File: src/rtl/dop_ramp_ctrl.sv
// -----------------------------------------------------------------------------
// dop_ramp_ctrl
// Ramps the period word of a doppler frequency stage from its current value
// toward a commanded target in fixed-size steps. Each update writes the new
// period to O_freq and then raises O_load for LOAD_HOLD cycles. Updates are
// separated by an O_load-low gap of R_intv cycles. The gap is the WAIT
// cycles plus the STEP cycle.
//
// Ports
//   I_clk       in   1   system clock, rising edge
//   I_reset     in   1   synchronous active-high reset
//   I_target    in  28   target period (0 = stop, static-high output)
//   I_step      in  16   period change per update (0 = jump to target)
//   I_interval  in  24   O_load-low cycles between updates (clamped)
//   I_start     in   1   latch target/step/interval and start or retarget
//   I_abort     in   1   stop ramping, hold current period
//   O_freq      out 32   period word, bits [31:28] always 0
//   O_load      out  1   load strobe, LOAD_HOLD cycles per update
//   O_busy      out  1   ramp in progress
//   O_done      out  1   one-cycle pulse when the target is reached
// -----------------------------------------------------------------------------
module dop_ramp_ctrl #(
  parameter int LOAD_HOLD    = 4,
  parameter int MIN_INTERVAL = 8
) (
  input  logic        I_clk,
  input  logic        I_reset,
  input  logic [27:0] I_target,
  input  logic [15:0] I_step,
  input  logic [23:0] I_interval,
  input  logic        I_start,
  input  logic        I_abort,
  output logic [31:0] O_freq,
  output logic        O_load,
  output logic        O_busy,
  output logic        O_done
);

  localparam int                HOLD_W    = (LOAD_HOLD > 1) ? $clog2(LOAD_HOLD) : 1;
  localparam logic [HOLD_W-1:0] HOLD_LAST = HOLD_W'(LOAD_HOLD - 1);
  localparam logic [23:0]       MIN_INTV  = 24'(MIN_INTERVAL);

  typedef enum logic [2:0] {
    S_IDLE  = 3'd0,
    S_STEP  = 3'd1,
    S_PULSE = 3'd2,
    S_WAIT  = 3'd3,
    S_DONE  = 3'd4
  } state_t;

  state_t state_reg, state_next;

  // Active ramp parameters and current period
  logic [27:0] cur_reg, tgt_reg;
  logic [15:0] step_reg;
  logic [23:0] intv_reg;

  // Start command captured during STEP/PULSE, applied when the pulse ends
  logic        start_pend_reg, abort_pend_reg;
  logic [27:0] p_tgt_reg;
  logic [15:0] p_step_reg;
  logic [23:0] p_intv_reg;

  logic [HOLD_W-1:0] hold_cnt_reg;
  logic [23:0]       intv_cnt_reg;

  logic load_reg, busy_reg, done_reg;
  logic load_next, busy_next, done_next;

  logic        hold_last, wait_last, start_any, abort_any, at_target, latch_en;
  logic [27:0] src_tgt;
  logic [15:0] src_step;
  logic [23:0] src_intv;
  logic [27:0] step_val;
  logic [28:0] sum_w;
  logic [27:0] diff_w, dec_w;

  assign hold_last = (state_reg == S_PULSE) && (hold_cnt_reg == '0);
  assign wait_last = (intv_cnt_reg <= 24'd1);
  assign start_any = start_pend_reg | I_start;
  assign abort_any = abort_pend_reg | I_abort;
  assign at_target = (cur_reg == tgt_reg);

  // A live start in the same cycle overrides an older pending one
  assign src_tgt  = I_start ? I_target   : p_tgt_reg;
  assign src_step = I_start ? I_step     : p_step_reg;
  assign src_intv = I_start ? I_interval : p_intv_reg;

  always_comb begin
    latch_en = 1'b0;
    case (state_reg)
      S_IDLE, S_DONE: latch_en = I_start;
      S_WAIT:         latch_en = I_start && !I_abort;
      S_PULSE:        latch_en = hold_last && !abort_any && start_any;
      default:        latch_en = 1'b0;
    endcase
  end

  // Step arithmetic. The upward sum is formed in 29 bits so a large step
  // near full scale clamps to the target instead of wrapping. Downward,
  // the distance to target is checked first so the subtraction never
  // crosses zero.
  always_comb begin
    sum_w    = {1'b0, cur_reg} + {13'd0, step_reg};
    diff_w   = cur_reg - tgt_reg;
    dec_w    = cur_reg - {12'd0, step_reg};
    step_val = cur_reg;
    if (step_reg == '0 || cur_reg == '0 || tgt_reg == '0) begin
      step_val = tgt_reg;
    end else if (cur_reg < tgt_reg) begin
      step_val = (sum_w >= {1'b0, tgt_reg}) ? tgt_reg : sum_w[27:0];
    end else if (cur_reg > tgt_reg) begin
      step_val = (diff_w <= {12'd0, step_reg}) ? tgt_reg : dec_w;
    end
  end

  // State and output registers
  always_ff @(posedge I_clk) begin
    if (I_reset) begin
      state_reg <= S_IDLE;
      load_reg  <= 1'b0;
      busy_reg  <= 1'b0;
      done_reg  <= 1'b0;
    end else begin
      state_reg <= state_next;
      load_reg  <= load_next;
      busy_reg  <= busy_next;
      done_reg  <= done_next;
    end
  end

  // Next-state logic
  always_comb begin
    state_next = state_reg;
    case (state_reg)
      S_IDLE, S_DONE: state_next = I_start ? S_STEP : S_IDLE;
      S_STEP:         state_next = S_PULSE;
      S_PULSE: begin
        if (hold_last) begin
          if (abort_any)      state_next = S_IDLE;
          else if (start_any) state_next = S_STEP;
          else if (at_target) state_next = S_DONE;
          else                state_next = S_WAIT;
        end
      end
      S_WAIT: begin
        if (I_abort)        state_next = S_IDLE;
        else if (I_start)   state_next = S_STEP;
        else if (wait_last) state_next = S_STEP;
      end
      default: state_next = S_IDLE;
    endcase
  end

  // Output decode; registered above, so every output lags its state by one
  // cycle and O_freq (updated at the end of STEP) leads the load edge.
  always_comb begin
    busy_next = (state_reg == S_STEP) || (state_reg == S_PULSE) || (state_reg == S_WAIT);
    load_next = (state_reg == S_PULSE);
    done_next = (state_reg == S_DONE);
  end

  // Datapath: parameter latch, period update, counters, pending commands
  always_ff @(posedge I_clk) begin
    if (I_reset) begin
      cur_reg        <= '0;
      tgt_reg        <= '0;
      step_reg       <= '0;
      intv_reg       <= '0;
      p_tgt_reg      <= '0;
      p_step_reg     <= '0;
      p_intv_reg     <= '0;
      start_pend_reg <= 1'b0;
      abort_pend_reg <= 1'b0;
      hold_cnt_reg   <= '0;
      intv_cnt_reg   <= '0;
    end else begin
      if (latch_en) begin
        tgt_reg  <= src_tgt;
        step_reg <= src_step;
        intv_reg <= (src_intv < MIN_INTV) ? MIN_INTV : src_intv;
      end

      case (state_reg)
        S_STEP: begin
          cur_reg      <= step_val;
          hold_cnt_reg <= HOLD_LAST;
        end
        S_PULSE: begin
          if (!hold_last) begin
            hold_cnt_reg <= hold_cnt_reg - HOLD_W'(1);
          end else if (!abort_any && !start_any && !at_target) begin
            // WAIT lasts intv-1 cycles; the following STEP completes the gap
            intv_cnt_reg <= (intv_reg == '0) ? '0 : intv_reg - 24'd1;
          end
        end
        S_WAIT: begin
          intv_cnt_reg <= intv_cnt_reg - 24'd1;
        end
        default: ;
      endcase

      // Commands arriving mid-update are held until the pulse finishes.
      // The last PULSE cycle sees live commands directly via *_any.
      if (state_reg == S_STEP || (state_reg == S_PULSE && !hold_last)) begin
        if (I_start) begin
          start_pend_reg <= 1'b1;
          p_tgt_reg      <= I_target;
          p_step_reg     <= I_step;
          p_intv_reg     <= I_interval;
        end
        if (I_abort) begin
          abort_pend_reg <= 1'b1;
        end
      end else begin
        start_pend_reg <= 1'b0;
        abort_pend_reg <= 1'b0;
      end
    end
  end

  assign O_freq = {4'b0000, cur_reg};
  assign O_load = load_reg;
  assign O_busy = busy_reg;
  assign O_done = done_reg;

endmodule
File: config.mk
export PLATFORM = sky130hd
export DESIGN_NAME = dop_ramp_ctrl
export DESIGN_NICKNAME = d
export VERILOG_FILES = /design/src/rtl/dop_ramp_ctrl.sv
export SDC_FILE = /design/constraint.sdc
export NUM_CORES = 1
export LEC_CHECK = 0
export CAP_MARGIN = 5
export CORE_MARGIN = 2
export CORE_UTILIZATION = 35
export DETAILED_ROUTE_END_ITERATION = 10
export GPL_TIMING_DRIVEN = 0
export HOLD_SLACK_MARGIN = 0.06
export SLEW_MARGIN = 20
export SYNTH_ARGS = -nofsm -noshare
export SYNTH_HDL_FRONTEND = slang
export SYNTH_SLANG_ARGS = --single-unit
File: constraint.sdc
create_clock -name I_clk -period 6.7 [get_ports I_clk]
set_clock_uncertainty 0.15 [all_clocks]
set_input_delay 1.005 -clock I_clk [delete_from_list [all_inputs] [get_ports I_clk]]
set_output_delay 1.005 -clock I_clk [all_outputs]
set_load 0.01 [all_outputs]
# After elaboration in Yosys (flattened, before gate mapping)
# Index checks and enable logic that the tools add are counted.
# classes
n_mul	0
n_reduce_logical	32
mux	25
n_addsub	6
n_lt_le_gt_ge	6
shifts	0
div_mod_pow	0
n_eq_ne	9
n_bitwise	3
# ops
op	n
2-to-1 mux 28 bit	6
2-to-1 mux 24 bit	5
logical NOT 28 bit	2
one-hot mux 24 bit (2 select lines)	1
subtractor 24 x 1 -> 24 bit, second input constant	2
adder 28 x 16 -> 29 bit	1
>= comparator 29 x 28 -> 1 bit	1
equality test 28 bit	1
> comparator 28 bit	1
less-or-equal comparator 28 x 16 -> 1 bit	1
< comparator 28 bit	1
subtractor 28 x 16 -> 28 bit	1
subtractor 28 bit	1
less-or-equal comparator 24 x 1 -> 1 bit, second input constant	1
logical NOT 24 bit	1
< comparator 24 x 4 -> 1 bit, second input constant	1
2-to-1 mux 3 bit	7
logical NOT 16 bit	1
2-to-1 mux 16 bit	1
one-hot mux 3 bit (4 select lines)	1
logical AND 1 bit	7
equality test 3 x 2 -> 1 bit, second input constant	2
AND reduction 2 bit	3
logical NOT 1 bit	5
other kinds (19)	27
# totals
register_bits	198
wordCells	96
mem_bits_rw	0
latchBits	0
mem_count	0
rom_bits	0

# Logic depth before layout (Yosys ltp)
# Gate-level depths: netlist of run 1.
# logic_depth
ltp_word	7
ltp_mapped	25

# Worst setup path after synthesis of run 1
# No wires, ideal clock.
# synth_path
path_kind	register -> register
startpoint	reg cur_reg[0]
endpoint	reg cur_reg[18]
t_required_ns	6.430
path_slack_ns	2.009
arrival_time_ns	4.422
path_buffers	0
period_less_slack_ns	4.691
stages_incl_launch_ff	23
path_cell_list	dfxtp_1 ha_1 fa_1 nand2b_1 a211oi_2 o41ai_1 a21oi_1 nor2_1 o21bai_1 a21o_1 xnor2_1 ha_1 a21oi_1 o21bai_1 a211oi_1 a211oi_1 o311ai_0 and3_1 o41ai_4 nor2_2 mux2i_1 nor3_1 a211o_1
# synth_between
elab_chain_cells	6
word_cells_on_any_way	17
classes_between	3 x add/sub; 4 x order compare; 5 x mux; 5 x reduce/logical
# synth_lines
element	line	rtl
start: declaration	54	logic [27:0] cur_reg, tgt_reg;
start signal: assignment	186	cur_reg <= step_val;
subtractor 28 bit	105	diff_w = cur_reg - tgt_reg;
less-or-equal comparator 28 x 16 -> 1 bit	113	step_val = (diff_w <= {12'd0, step_reg}) ? tgt_reg : dec_w;
2-to-1 mux 28 bit	113	
2-to-1 mux 28 bit	112	end else if (cur_reg > tgt_reg) begin
2-to-1 mux 28 bit	110	end else if (cur_reg < tgt_reg) begin
2-to-1 mux 28 bit	108	if (step_reg == '0 || cur_reg == '0 || tgt_reg == '0) begin
# Parallel ways exist; a longest one is shown, timed or not. The select of a mux whose other input is x is not followed.
# A chain may end at the register's enable or synchronous reset.

# Worst setup path after layout of run 1
# layout_path
startpoint	reg step_reg[5]
endpoint	reg cur_reg[21]
# layout_between
elab_chain_cells	5
word_cells_on_any_way	14
classes_between	2 x add/sub; 2 x order compare; 5 x mux; 5 x reduce/logical
# layout_lines
element	line	rtl
start: declaration	55	logic [15:0] step_reg;
start signal: assignment	180	step_reg <= src_step;
adder 28 x 16 -> 29 bit, or another cell as far along	104	sum_w = {1'b0, cur_reg} + {13'd0, step_reg};
>= comparator 29 x 28 -> 1 bit, or another cell as far along	111	step_val = (sum_w >= {1'b0, tgt_reg}) ? tgt_reg : sum_w[27:0];
2-to-1 mux 28 bit, or another cell as far along	111	
2-to-1 mux 28 bit or nonzero test 3 bit (tied branches)	n/a	
2-to-1 mux 28 bit or AND reduction 2 bit (tied branches)	n/a	
# Parallel ways exist; a longest one is shown, timed or not. The select of a mux whose other input is x is not followed.

==> impl_results.md, run 1 <==
- M1 wire length: 22,140 µm
- Core Region: 40,830 µm²
- CP cell instances: inv_1, ha_1, buf_2, inv_1, a21o_1, o41ai_1, a21oi_1, nor2_1, o21bai_1, a21o_1, xnor2_1, ha_1, a21oi_1, o21bai_1, a211oi_1, a211oi_1, o311ai_0, and3_1, o41ai_4, nor2_2, or2_4, nor3_1, a211o_1
- Crit-path max FO: 10
- Post-CTS sizing: 0
- Most numerous cell in the Yosys netlist: nand2_1
- Top cells by count, synth: nand2_1, nor2_1, dfxtp_1, a21oi_1, ha_1
- CP Launch Point: step_reg[5]$_SDFFE_PP0P_
- Sequential fraction of the synthesis area: 27.43%
- WS Path Type: flip-flop to flip-flop
- Nets: 2,190
- DR DRC count: 0
- Final setup viols: 0
- Cells after synthesis: 1,884
- Ports: 107
- Main combinational cell family by area after synthesis: compound AO/OA/AOI/OAI gates
- Final Hold Vio Count: 0
- Share of cells above drive strength 1: 4.653%
- Status: finished, final reports clean
- Total routed wirelength: 50,650 µm
- Via density: 5.661
- Port-buffer cells: 101
- Synth warn: 0
- Post-synthesis mux area share: 5.619%
- Worst hold start: p_tgt_reg[22]$_SDFFE_PP0N_
- Met2 wire length: 23,380 µm
- Yosys reg bits: 198
- Pre-CTS setup slack: 0.6291 ns
- Hold crit path type: flip-flop to flip-flop
- Antenna violations before repair: 4
- H-tree Lvls: 4
- Post-Synth Simple-Gate Area: 22.48%
- GR Util All Layers: 22.90%
- Largest net degree at the start of global routing: 18
- Asr flop ratio synth: 0%
- CP arrival: 6.27 ns
- Post-synth EDFFs: 0
- Worst VDD drop: 0.2879 mV
- Core Util, Final: 41.09%
- Mapped Avg Cell Area: 7.671 µm²
- Die ar.: 42,930 µm²
- Post-Synth Adder-Cell Area: 9.766%
- Lkg Pwr: 6.564 nW
- Top Layer Used: met5
- RSZ-0062 raised after global routing: no
- Synth Area in Compound Gates: 24.20%
- Yosys top cell area share: 27.43%
- Final min period: 6.074 ns
- Clock sink count: 198
- Overall power: 8.137 mW
- Synth Flop Type: dfxtp_1
- Gr ovfl total: 0
- Routed Antenna Nets: 0
- CTS Buf Count: 17
- Met3 WL: 3465 µm
- Peak Freq: 164.6 MHz
- Pwr/cell area: 485.0 nW/µm²
- Initial Utilization: 35.39%
- TritonCTS clock tree: built
- Clk root buf: clkbuf_16
- Max incr delay on CP: 0.54 ns
- Vias: 14,480
- Tcrit/Tclk final: 90.66%
- Post-DP HPWL: 40,510 µm
- Vias in the first global route: 13,690
- 1st-pass router iterations: 5
- DRT iter0 DRCs: 1,161
- Max Cap Viol: 0
- Setup bufs post-CTS: 0
- CP required: 6.90 ns
- GP Congestion: 0.9624
- Slew Viols, Final: 0
- Startpoint type of the worst setup path: flip-flop
- Xor and xnor fraction of the mapped netlist area: 4.970%
- Die height: 207.2 µm
- Post-synth top area cell: dfxtp_1
- Final setup margin: 0.6260 ns
- Worst skew pair latency: 0.45 ns
- WL/cell: 19.81 µm
- Syn-to-layout area delta: 16.09%
- CTS Buffer Depth: 2
- # rows: 74
- Mapped Area: 14,450 µm²
- Crit path capture type: flip-flop
- First-pass GRT wire length: 77,580 µm
- Die X: 207.2 µm
- Hold-fix buffers, CTS: 0
- FF-to-FF Start: step_reg[5]$_SDFFE_PP0P_
- Synth unique cells: 86
- CP max-delay cell: o41ai_1
- Synth top area cells: dfxtp_1, ha_1, nand2_1
- Sum Neg Setup Slack: 0 ns
- Slew Limit Headroom: 45.09%
- Worst-Margin Slew: 0.8236 ns
- Clock slew at reported path FFs: 0.08 ns
## worst max-delay path, delay by kind of cell (launching register included)
family,cells,cell delay [ns]
fa+ha+maj,2,0.59
xor+xnor,1,0.29
buf+inv,3,0.44
simple gates,5,1.51
compound gates,12,2.48
flops,1,0.52
## worst paths after layout
| kind | to | slack, ns | cells after the start |
|---|---|---|---|
| worst min register to register | p_tgt_reg[22]$_SDFFE_PP0N_ | 0.30 | 2 |
| worst max register to register | cur_reg[21]$_SDFFE_PP0P_ | 0.63 | 23 |
| worst min-delay path | p_tgt_reg[22]$_SDFFE_PP0N_ | 0.30 | 2 |
| worst max-delay path | cur_reg[21]$_SDFFE_PP0P_ | 0.63 | 23 |
## placed cells by master (no fill, tap or decap), types with 10 or more instances in the layout
cell type and n:
and3_1 10, xor2_1 24, o21ai_0 83, nor2_1 207, nand4_1 20, xnor2_1 58, nand2b_1 20, inv_1 81
nand2_1 235, a211oi_1 83, a22oi_1 18, dfxtp_1 198, or3_1 14, a221oi_1 11, ha_1 108, a21o_1 23
nand3_1 27, nor4_1 46, nor3_1 40, nor2b_1 18, clkbuf_16 17, o21ai_1 11, mux2i_1 80, o21a_1 15
o211ai_1 12, clkbuf_1 82, a21oi_1 165, clkdlybuf4s50_1 101, buf_2 15
## where the power goes
group / switching (mW) / internal [mW]
Sequential: 0.280 / 1.33
Combinational: 3.28 / 2.13
Clock: 0.493 / 0.630
## layer usage
| metal | track usage (%) | vias to the layer above |
|---|---|---|
| li1 | - | 7041 |
| met1 | 29.85 | 6824 |
| met2 | 37.80 | 516 |
| met3 | 3.699 | 92 |
| met4 | 8.966 | 2 |
| met5 | 0 | - |
## through the flow
step | std cells | cell area (µm²) | hold slack (ns)
global placement | 2520 | 16140 | 0.2907
finish | 2557 | 16780 | 0.3032
global route | 2552 | 16760 | 0.3196
detailed placement | 2520 | 16140 | 0.2958
floorplan | 1887 | 14460 | 0.2857
CTS | 2552 | 16760 | 0.3062
## cells by family after synthesis
group | after synthesis
multiplexers | 81
buffers and inverters | 194
flip-flops | 198
AO/OA/AOI/OAI | 526
AND/OR/NAND/NOR | 691
adder cells (fa/ha/maj) | 111
XOR/XNOR | 82
other | 1
## cell type report
type                            instances  area [µm²]
Fill cell                            4186       24050
Sequential cell                       198        3964
Tap cell                              532       665.6
Timing Repair Buffer                  101        1011
Clock buffer                           18       429.2
Clock inverter                         14       196.4
Antenna cell                            5       12.51
Multi-Input combinational cell       1495        9702
Buffer                                113       493.0
Inverter                               81       304.0
(Power assumes the default switching activity.)
==> run 2: changes to the inputs <==
--- a/config.mk
+++ b/config.mk
@@ -8,6 +8,7 @@
 export CAP_MARGIN = 5
 export CORE_MARGIN = 2
 export CORE_UTILIZATION = 35
+export CTS_CLUSTER_DIAMETER = 80
 export DETAILED_ROUTE_END_ITERATION = 10
 export GPL_TIMING_DRIVEN = 0
 export HOLD_SLACK_MARGIN = 0.06
==> results of run 2 <==
Final layout, timing and power as in run 1 (identical DEF).
==> run 3: changes to the inputs <==
--- a/config.mk
+++ b/config.mk
@@ -5,7 +5,6 @@
 export SDC_FILE = /design/constraint.sdc
 export NUM_CORES = 1
 export LEC_CHECK = 0
-export CAP_MARGIN = 5
 export CORE_MARGIN = 2
 export CORE_UTILIZATION = 35
 export CTS_CLUSTER_DIAMETER = 80
==> results of run 3 <==
Final layout, timing and power as in run 1 (identical DEF).
